**config.mk**
```make
export PLATFORM = sky130hd
export DESIGN_NAME = mem_order_matrix
export DESIGN_NICKNAME = d
export VERILOG_FILES = /design/src/rtl/mem_order_matrix.sv
export SDC_FILE = /design/constraint.sdc
export NUM_CORES = 1
export LEC_CHECK = 0
export ABC_AREA = 1
export CAP_MARGIN = 20
export CELL_PAD_IN_SITES_DETAIL_PLACEMENT = 0
export CELL_PAD_IN_SITES_GLOBAL_PLACEMENT = 2
export CORE_MARGIN = 4
export CORE_UTILIZATION = 34
export CTS_CLUSTER_DIAMETER = 40
export CTS_CLUSTER_SIZE = 28
export DETAILED_ROUTE_END_ITERATION = 12
export DONT_BUFFER_PORTS = 1
export GPL_ROUTABILITY_DRIVEN = 1
export GPL_TIMING_DRIVEN = 0
export MAX_ROUTING_LAYER = met4
export PLACE_DENSITY = 0.82
export SLEW_MARGIN = 20
export SYNTH_ARGS = -nofsm -noshare
export SYNTH_HDL_FRONTEND = slang
export SYNTH_SLANG_ARGS = --single-unit
```
**constraint.sdc**
```tcl
create_clock -name clk -period 2 [get_ports clk]
set_input_delay 0.2 -clock clk [delete_from_list [all_inputs] [get_ports clk]]
set_output_delay 0.2 -clock clk [all_outputs]
set_load 0.01 [all_outputs]
```
**src/rtl/mem_order_matrix.sv**
```systemverilog
// Load/store ordering matrix: tracks which unresolved older stores each queued load waits on,
// and reports per-entry load readiness to the memory select logic.
module mem_order_matrix #(
    parameter int DEPTH = 8,
    parameter int IDX_W = $clog2(DEPTH)
) (
    input  logic             clk,
    input  logic             rst,
    input  logic             disp_we0,
    input  logic [IDX_W-1:0] disp_idx0,
    input  logic [1:0]       disp_type0,
    input  logic             disp_we1,
    input  logic [IDX_W-1:0] disp_idx1,
    input  logic [1:0]       disp_type1,
    input  logic             res_valid,
    input  logic [IDX_W-1:0] res_idx,
    input  logic [DEPTH-1:0] dealloc,
    input  logic             flush,
    output logic [DEPTH-1:0] entry_valid,
    output logic [DEPTH-1:0] ld_ready,
    output logic [DEPTH-1:0] store_unres,
    output logic             disp_err
);

    typedef enum logic [1:0] {
        MT_NONE  = 2'b00,
        MT_LOAD  = 2'b01,
        MT_STORE = 2'b10,
        MT_OTHER = 2'b11
    } mem_type_e;

    logic [DEPTH-1:0]            valid_q, valid_n;
    logic [DEPTH-1:0]            unres_q, unres_n;
    mem_type_e                   typ_q [DEPTH];
    mem_type_e                   typ_n [DEPTH];
    logic [DEPTH-1:0][DEPTH-1:0] dep_q, dep_n;
    logic                        err_q, err_n;

    logic [DEPTH-1:0] su_now;
    logic             ok0, ok1, clash;
    mem_type_e        t0, t1;

    always_comb begin
        valid_n = valid_q;
        unres_n = unres_q;
        typ_n   = typ_q;
        dep_n   = dep_q;
        err_n   = 1'b0;
        su_now  = '0;
        ok0     = 1'b0;
        ok1     = 1'b0;
        clash   = 1'b0;
        t0      = mem_type_e'(disp_type0);
        t1      = mem_type_e'(disp_type1);

        if (flush) begin
            valid_n = '0;
            unres_n = '0;
            dep_n   = '0;
        end else begin
            valid_n = valid_q & ~dealloc;
            unres_n = unres_q & ~dealloc;
            for (int unsigned r = 0; r < DEPTH; r++) begin
                dep_n[r] = dealloc[r] ? '0 : (dep_q[r] & ~dealloc);
            end

            if (res_valid && valid_n[res_idx] && typ_q[res_idx] == MT_STORE) begin
                unres_n[res_idx] = 1'b0;
                for (int unsigned r = 0; r < DEPTH; r++) begin
                    dep_n[r][res_idx] = 1'b0;
                end
            end

            // Loads dispatched now wait only on stores still unresolved after dealloc/resolve.
            su_now = valid_n & unres_n;

            clash = disp_we0 && disp_we1 && (disp_idx0 == disp_idx1);
            ok0   = disp_we0 && !valid_n[disp_idx0];
            ok1   = disp_we1 && !clash && !valid_n[disp_idx1];
            err_n = (disp_we0 && !ok0) || (disp_we1 && !ok1);

            if (ok0) begin
                valid_n[disp_idx0] = 1'b1;
                typ_n[disp_idx0]   = t0;
                unres_n[disp_idx0] = (t0 == MT_STORE);
                dep_n[disp_idx0]   = (t0 == MT_LOAD) ? su_now : '0;
                for (int unsigned r = 0; r < DEPTH; r++) begin
                    dep_n[r][disp_idx0] = 1'b0;
                end
            end

            if (ok1) begin
                valid_n[disp_idx1] = 1'b1;
                typ_n[disp_idx1]   = t1;
                unres_n[disp_idx1] = (t1 == MT_STORE);
                dep_n[disp_idx1]   = (t1 == MT_LOAD) ? su_now : '0;
                for (int unsigned r = 0; r < DEPTH; r++) begin
                    dep_n[r][disp_idx1] = 1'b0;
                end
                // Port 0 is older: a load on port 1 waits on a store written by port 0.
                if (ok0 && t0 == MT_STORE && t1 == MT_LOAD) begin
                    dep_n[disp_idx1][disp_idx0] = 1'b1;
                end
            end
        end
    end

    always_ff @(posedge clk) begin
        if (!rst) begin
            valid_q <= '0;
            unres_q <= '0;
            dep_q   <= '0;
            err_q   <= 1'b0;
            for (int unsigned i = 0; i < DEPTH; i++) begin
                typ_q[i] <= MT_NONE;
            end
        end else begin
            valid_q <= valid_n;
            unres_q <= unres_n;
            dep_q   <= dep_n;
            err_q   <= err_n;
            for (int unsigned i = 0; i < DEPTH; i++) begin
                typ_q[i] <= typ_n[i];
            end
        end
    end

    always_comb begin
        ld_ready = '0;
        for (int unsigned i = 0; i < DEPTH; i++) begin
            ld_ready[i] = valid_q[i] && (typ_q[i] == MT_LOAD) && (dep_q[i] == '0);
        end
    end

    assign entry_valid = valid_q;
    assign store_unres = valid_q & unres_q;
    assign disp_err    = err_q;

endmodule

```
==> reports/results.ini, run 1 <==
[cells_and_area]
fin_cells = 1550
final_cell_mix = nand2_1, nor2_1, dfxtp_1
fin_area_um2 = 9809
final_layout_size_suffix_gt1_share_pct = 30.12
diodes = 0
final_common_cell = nand2_1
synthToLayoutAreaGrowth_pct = 46.68
nNetsFinal = 1307

[synth]
postSynthCellCount = 1147
synth_fa_ha_area_share_pct = 0
synth_compound_area_share_pct = 15.90
synth_xor_area_share_pct = 0
yosysSeqAreaShare_pct = 29.04
yosysUniqueCellTypes = 36
synth_mux_area_share_pct = 0
synthArstFlopShare_pct = 0
synth_top_family_by_area = simple AND/OR/NAND/NOR gates
yosysWarnings = 0
syn_nets = 1174
synth_simple_gate_area_share_pct = 44.51
syn_area_um2 = 6688
synth_seq_cells = 97
avgSynthCellArea_um2 = 5.831
ys.flop_type = dfxtp_1
synth_edf_count = 0

[timing]
post-route-period-util_pct = 112.6
setup_viol = 83
setup_ws_ns = -0.2527
finalHoldViolCount = 0
maxSlewHeadroom_pct = 28.17
max_clock_freq_mhz = 443.9
tightestPinTransition_ns = 1.076
finClkSkew_ns = 0.01630
drv_slew = 0
period_minus_slack_ns = 2.253
rsz0062_at_grt = yes

[cts]
clockBufferDepth = 2
cts_buffers = 9
cts_tree = done
cts_htree_levels = 3
clockRootBuffer = clkbuf_16
clkSinkCount = 97
clk_latency_ns = 0.37
clkTransAtPathRegs_ns = 0.08

[outcome]
status = finished with violations
violations = negative setup slack

[placement]
dp_cells = 1412
hpwl_mm = 26.96
port_buffers = 0
pre_cts_slack_ns = -1.261
dpl_cell_area_um2 = 7022
gp_congestion = 0.9624

[global_route]
grt_pass1_wl_mm = 54.81
grt_usage_pct = 35.01
grt_max_degree = 17
overflow = 0
grt_pass1_vias = 8164
antenna_found_initial = 0

[power_and_ir_drop]
peakVddDrop_mv = 0.4496
p_leak_nw = 4.185
p_total_w = 0.004877
p_per_area_nw_per_um2 = 497.2

[setup_path]
worstPathRequired_ns = 2.26
arrival_ns = 2.52
worstSetupStartpointType = register
worstPathMaxFanout = 8
worst-setup-path-type = reg2reg
reg2reg_depth = 17
worstSetupEndpointType = register

[min_path]
worstHoldPathType = in2reg
hold_depth = 3

[drt]
drtIter0Drc = 1363
via_count = 9164
highest_layer = met4
drc = 0
dr_wl_met2_mm = 17.41
wl_per_cell_um = 25.28
avgViaCountPerCell = 5.912
finalWirelength_mm = 39.18
antenna_left = 0
met1_length_mm = 15.29
wl_met3_mm = 4.826
dr.pass1.iters = 6

[floorplan]
die_y_um = 148.3
die-area_um2 = 21980
initial_core_util_pct = 34.47
die_x_um = 148.3
ioPinCount = 52
num_rows = 51
core_area_um2 = 19400

[flow_run]
cap_violations = 0

[cell type report]
class | count | area [um2]
Multi-Input combinational cell | 877 | 4910
Fill cell | 1988 | 9589
Inverter | 129 | 583.1
Clock buffer | 9 | 225.2
Sequential cell | 97 | 1969
Clock inverter | 7 | 70.07
Timing Repair Buffer | 121 | 1303
Tap cell | 265 | 331.6
Buffer | 45 | 417.9
[cells in the mapped netlist, types with 8 or more instances]
| library cell | count | share of area, % |
|---|---|---|
| buf_2 | 27 | 2.0 |
| nor4_1 | 17 | 1.6 |
| o21ai_1 | 12 | 0.90 |
| a21oi_1 | 94 | 7.0 |
| nor2_1 | 149 | 8.4 |
| clkbuf_1 | 12 | 0.67 |
| dfxtp_1 | 97 | 29 |
| nand2_1 | 334 | 19 |
| inv_1 | 99 | 5.6 |
| o21ai_0 | 65 | 4.9 |
| nand3_1 | 82 | 6.1 |
| o22ai_1 | 9 | 0.84 |
| nand4_1 | 42 | 3.9 |
| nor3_1 | 18 | 1.3 |
| nor2_4 | 8 | 1.3 |
| inv_2 | 26 | 1.5 |
| nor2_2 | 9 | 0.84 |
[per-stage QoR]
stage               util [%]  setup TNS (ns)  hold slack [ns]
detailed placement     36.20          -82.45           0.3465
floorplan                  -               0           0.3383
global placement       36.18          -85.76           0.3432
CTS                    46.60          -7.355          0.07365
finish                 50.57          -10.67          0.07741
global route           50.57          -17.52          0.09210
[worst paths after layout]
check                                     from         end  slack, ns
worst max-delay path            entry_valid[7]   dep_q[39]      -0.25
worst max register to register  entry_valid[7]   dep_q[39]      -0.25
worst min register to register       dep_q[27]   dep_q[27]       0.46
worst min-delay path                dealloc[4]  unres_q[4]       0.08
[per-layer routing]
metal	track usage, %	vias to the layer above
met5	-	-
li1	-	4056
met3	9.354	129
met1	44.07	4316
met4	11.32	0
met2	54.94	663
[cell families (layout without fill, tap and decap cells)]
family,count (synthesis),after routing
DFF,97,97
and+or+nand+nor,676,677
AOI/OAI and AO/OA,200,200
buffers and inverters,174,311
[flip-flops by register name (all words and copies together), names as in the netlist]
register / count
entry_valid: 8
unres_q: 8
typ_q: 16
dep_q: 64
disp_err: 1
[worst max-delay path, stage by stage, from the launching register on]
cell	delay (ns)
dfxtp_4	0.42
nand2_4	0.09
buf_12	0.15
nand2_1	0.05
nand2_1	0.05
nor2_1	0.08
nand2_1	0.09
nor2_4	0.14
buf_12	0.15
buf_4	0.12
nand3_4	0.09
buf_6	0.16
nand2_4	0.05
inv_2	0.04
nand4_1	0.18
nand3_1	0.13
nand2_1	0.10
nor2_1	0.06
[what timing repair did]
| item | CTS | global route |
|---|---|---|
| hold buffers | 3 | 0 |
| pin swaps | 63 | 63 |
| resized for setup | 263 | 142 |
| endpoints found under the setup margin | 97 | 98 |
| endpoints found under the hold margin | 4 | 0 |
| setup buffers | 89 | 22 |
| gates cloned | 5 | 5 |
[report_power, final]
part / total, W / switching [W] / internal [W]
Clock: 0.00187 / 0.000899 / 0.000973
Combinational: 0.00100 / 0.000666 / 0.000334
Sequential: 0.00201 / 0.0000433 / 0.00196
No activity file was read; power rests on OpenSTA's default activity.
==> run 2, diff against run 1 <==
--- a/config.mk
+++ b/config.mk
@@ -9,6 +9,7 @@
 export CAP_MARGIN = 20
 export CELL_PAD_IN_SITES_DETAIL_PLACEMENT = 0
 export CELL_PAD_IN_SITES_GLOBAL_PLACEMENT = 2
+export CORE_ASPECT_RATIO = 0.75
 export CORE_MARGIN = 4
 export CORE_UTILIZATION = 34
 export CTS_CLUSTER_DIAMETER = 40
@@ -18,7 +19,7 @@
 export GPL_ROUTABILITY_DRIVEN = 1
 export GPL_TIMING_DRIVEN = 0
 export MAX_ROUTING_LAYER = met4
-export PLACE_DENSITY = 0.82
+export PLACE_DENSITY_LB_ADDON = 0.1
 export SLEW_MARGIN = 20
 export SYNTH_ARGS = -nofsm -noshare
 export SYNTH_HDL_FRONTEND = slang
==> reports/results.ini, run 2 (synthesis results as in run 1) <==
[outcome]
status = finished with violations
violations = negative setup slack

[global_route]
grt_usage_pct = 35.58  ; +0.58 points
grt_pass1_vias = 8239  ; +0.92%
grt_pass1_wl_mm = 55.52  ; +1.3%
overflow = 0  ; unchanged
grt_max_degree = 17  ; unchanged
antenna_found_initial = 1  ; +1

[setup_path]
worst-setup-path-type = reg2reg
r2r_end = dep_q[17]
cp_cell_sequence = nand2_4 -> inv_4 -> nand2_2 -> nand4_1 -> nor2_4 -> nand3_4 -> buf_12 -> nor2_4 -> clkinvlp_4 -> buf_6 -> o21ai_1 -> a21oi_2
crit_path_frequent_cell = nor2_4
worstSetupStartpointType = register
worstSetupEndpointType = register
r2r_slack_ns = -0.24  ; +0.02 ns
worstPathRequired_ns = 2.26  ; about the same
reg2reg_depth = 12  ; -5
r2r_start = entry_valid[3]
critical-path-slowest-cell = dfxtp_4
slowest_delay_ns = 0.39  ; -0.03 ns
worstPathMaxFanout = 4  ; -4
arrival_ns = 2.49  ; -0.03 ns

[cts]
clockRootBuffer = clkbuf_16
clkTransAtPathRegs_ns = 0.08  ; about the same
clkSinkCount = 97  ; unchanged
clockBufferDepth = 2  ; unchanged
cts_buffers = 9  ; unchanged
clk_latency_ns = 0.36  ; about the same
cts_tree = done
cts_htree_levels = 3  ; unchanged

[min_path]
worstHoldPathType = in2reg
min_to = unres_q[4]
hold_path.startpoint = dealloc[4]
hold_depth = 3  ; unchanged

[power_and_ir_drop]
switching_share_pct = 32.32  ; -0.64 points
peakVddDrop_mv = 0.3952  ; -12%
power_switching_w = 0.001641  ; +2.1%
combinationalPowerShare_pct = 20.0  ; -0.5 points
p_per_area_nw_per_um2 = 517.4  ; +4.1%
power.internal_w = 0.003437  ; +5.1%
power_frac_clock_pct = 40.6  ; +2.2 points
p_seq_share_pct = 39.5  ; -1.6 points
p_leak_nw = 4.111  ; -1.8%

[cells_and_area]
nNetsFinal = 1296  ; -0.84%
regMostFlops = dep_q
largest_reg_flops = 64  ; unchanged
fin_cells = 1528  ; -1.4%
synthToLayoutAreaGrowth_pct = 46.75  ; about the same
final_layout_size_suffix_gt1_share_pct = 32.42  ; +2.3 points
final_cell_mix = nand2_1, nor2_1, dfxtp_1
top_regs = dep_q: 64 flops, typ_q: 16 flops
final_common_cell = nand2_1

[timing]
finClkSkew_ns = 0.01102  ; -0.005277 ns
post-route-period-util_pct = 111.9  ; -0.76 points
tightestPinTransition_ns = 1.112  ; +0.03570 ns
setup_ws_ns = -0.2376  ; +0.01516 ns
finalHoldViolCount = 0  ; unchanged
max_clock_freq_mhz = 446.9  ; +0.68%
final.setup.tns_ns = -6.717  ; +3.957 ns
timing.hold.ws_ns = 0.08873  ; +0.01132 ns
maxSlewHeadroom_pct = 25.86  ; -2.3 points
drv_slew = 0  ; unchanged
period_minus_slack_ns = 2.238  ; -0.01517 ns
setup_viol = 67  ; -19%
rsz0062_at_grt = yes

[placement]
hpwl_mm = 27.97  ; +3.7%
dp_cells = 1401  ; -0.78%
gp_congestion = 0.9767  ; +1.5%
port_buffers = 0  ; unchanged

[floorplan]
die_x_um = 169.9  ; +15%
die_y_um = 129.5  ; -13%
core_area_um2 = 19320  ; -0.39%
ioPinCount = 52  ; unchanged
die-area_um2 = 22000  ; +0.10%
num_rows = 44  ; -14%
initial_core_util_pct = 34.61  ; +0.13 points

[drt]
drc = 0  ; unchanged
wl_per_cell_um = 25.81  ; +2.1%
dr.pass1.iters = 7  ; +1
avgViaCountPerCell = 5.860  ; -0.88%
via_count = 8954  ; -2.3%
drtIter0Drc = 1106  ; -19%
finalWirelength_mm = 39.43  ; +0.64%
antenna_left = 0  ; unchanged

[flow_run]
cap_violations = 0  ; unchanged

run 2: cell types whose count changed in the layout (fill, tap and decap cells not counted), sizes merged:
cell,before,now
buf,145,139
bufbuf,2,0
bufinv,1,2
clkbuf,25,24
clkinv,10,4
clkinvlp,3,5
diode,0,1
inv,122,123
nand2,342,341
nand3,87,88
run 2: metrics by stage:
stage | cell area, um2 | setup slack [ns] | utilization (%) | total power [W]
final | 9814 | -0.2376 | 50.79 | 0.005078
after global routing | 9814 | -0.3083 | 50.79 | 0.005172
after CTS | 9051 | -0.1569 | 46.84 | 0.004937
after detailed placement | 7022 | -1.137 | 36.34 | 0.002732
after global placement | 7004 | -1.146 | 36.25 | 0.002739
after floorplan | 6688 | 0.04364 | - | 0.002473
run 2: metal layers:
layer	global-route usage, %	up-vias	share of wire [%]
li1	-	4034	-
met5	-	-	0
met4	13.90	0	4.5
met1	48.09	4165	42
met3	11.04	128	12
met2	49.41	627	41
run 2: area by class of cell:
cell class                 instances  area (um2)
fill                            2030        9509
multi-input combinational        877        5042
sequential                        97        1969
timing repair buffer             110        1164
inverter                         129       588.1
buffer                            45       401.6
tap                              253       316.6
clock buffer                      11       242.7
clock inverter                     5       87.58
antenna                            1       2.502
run 2: timing repair:
action / 4_1_cts / 5_1_grt
hold endpoints to repair: 4 / 0
gates cloned: 4 / 2
buffers inserted: 84 / 22
pin swaps: 66 / 70
hold buffers: 3 / 0
setup endpoints to repair: 99 / 96
resized for setup: 289 / 155
run 2: worst max-delay path by stage:
stage / from / to / slack, ns
CTS: entry_valid[1] / dep_q[2] / -0.16
global placement: entry_valid[1] / dep_q[12] / -1.15
global route: entry_valid[7] / dep_q[17] / -0.31
floorplan: entry_valid[1] / dep_q[50] / 0.04
finish: entry_valid[3] / dep_q[17] / -0.24
detailed placement: entry_valid[1] / dep_q[48] / -1.14
run 2: critical path: cells and delay by family, from the launching register on:
kind            cells  cell delay (ns)
compound gates      2             0.25
flops               1             0.39
simple gates        6             0.83
buf+inv             4             0.66
run 2: power by group through the flow:
stage / clock [W] / sequential (W) / combinational, W
global placement: 0 / 0.00205 / 0.000687
floorplan: 0 / 0.00203 / 0.000438
CTS: 0.00206 / 0.00200 / 0.000875
global route: 0.00210 / 0.00201 / 0.00106
finish: 0.00206 / 0.00200 / 0.00101
detailed placement: 0 / 0.00205 / 0.000680
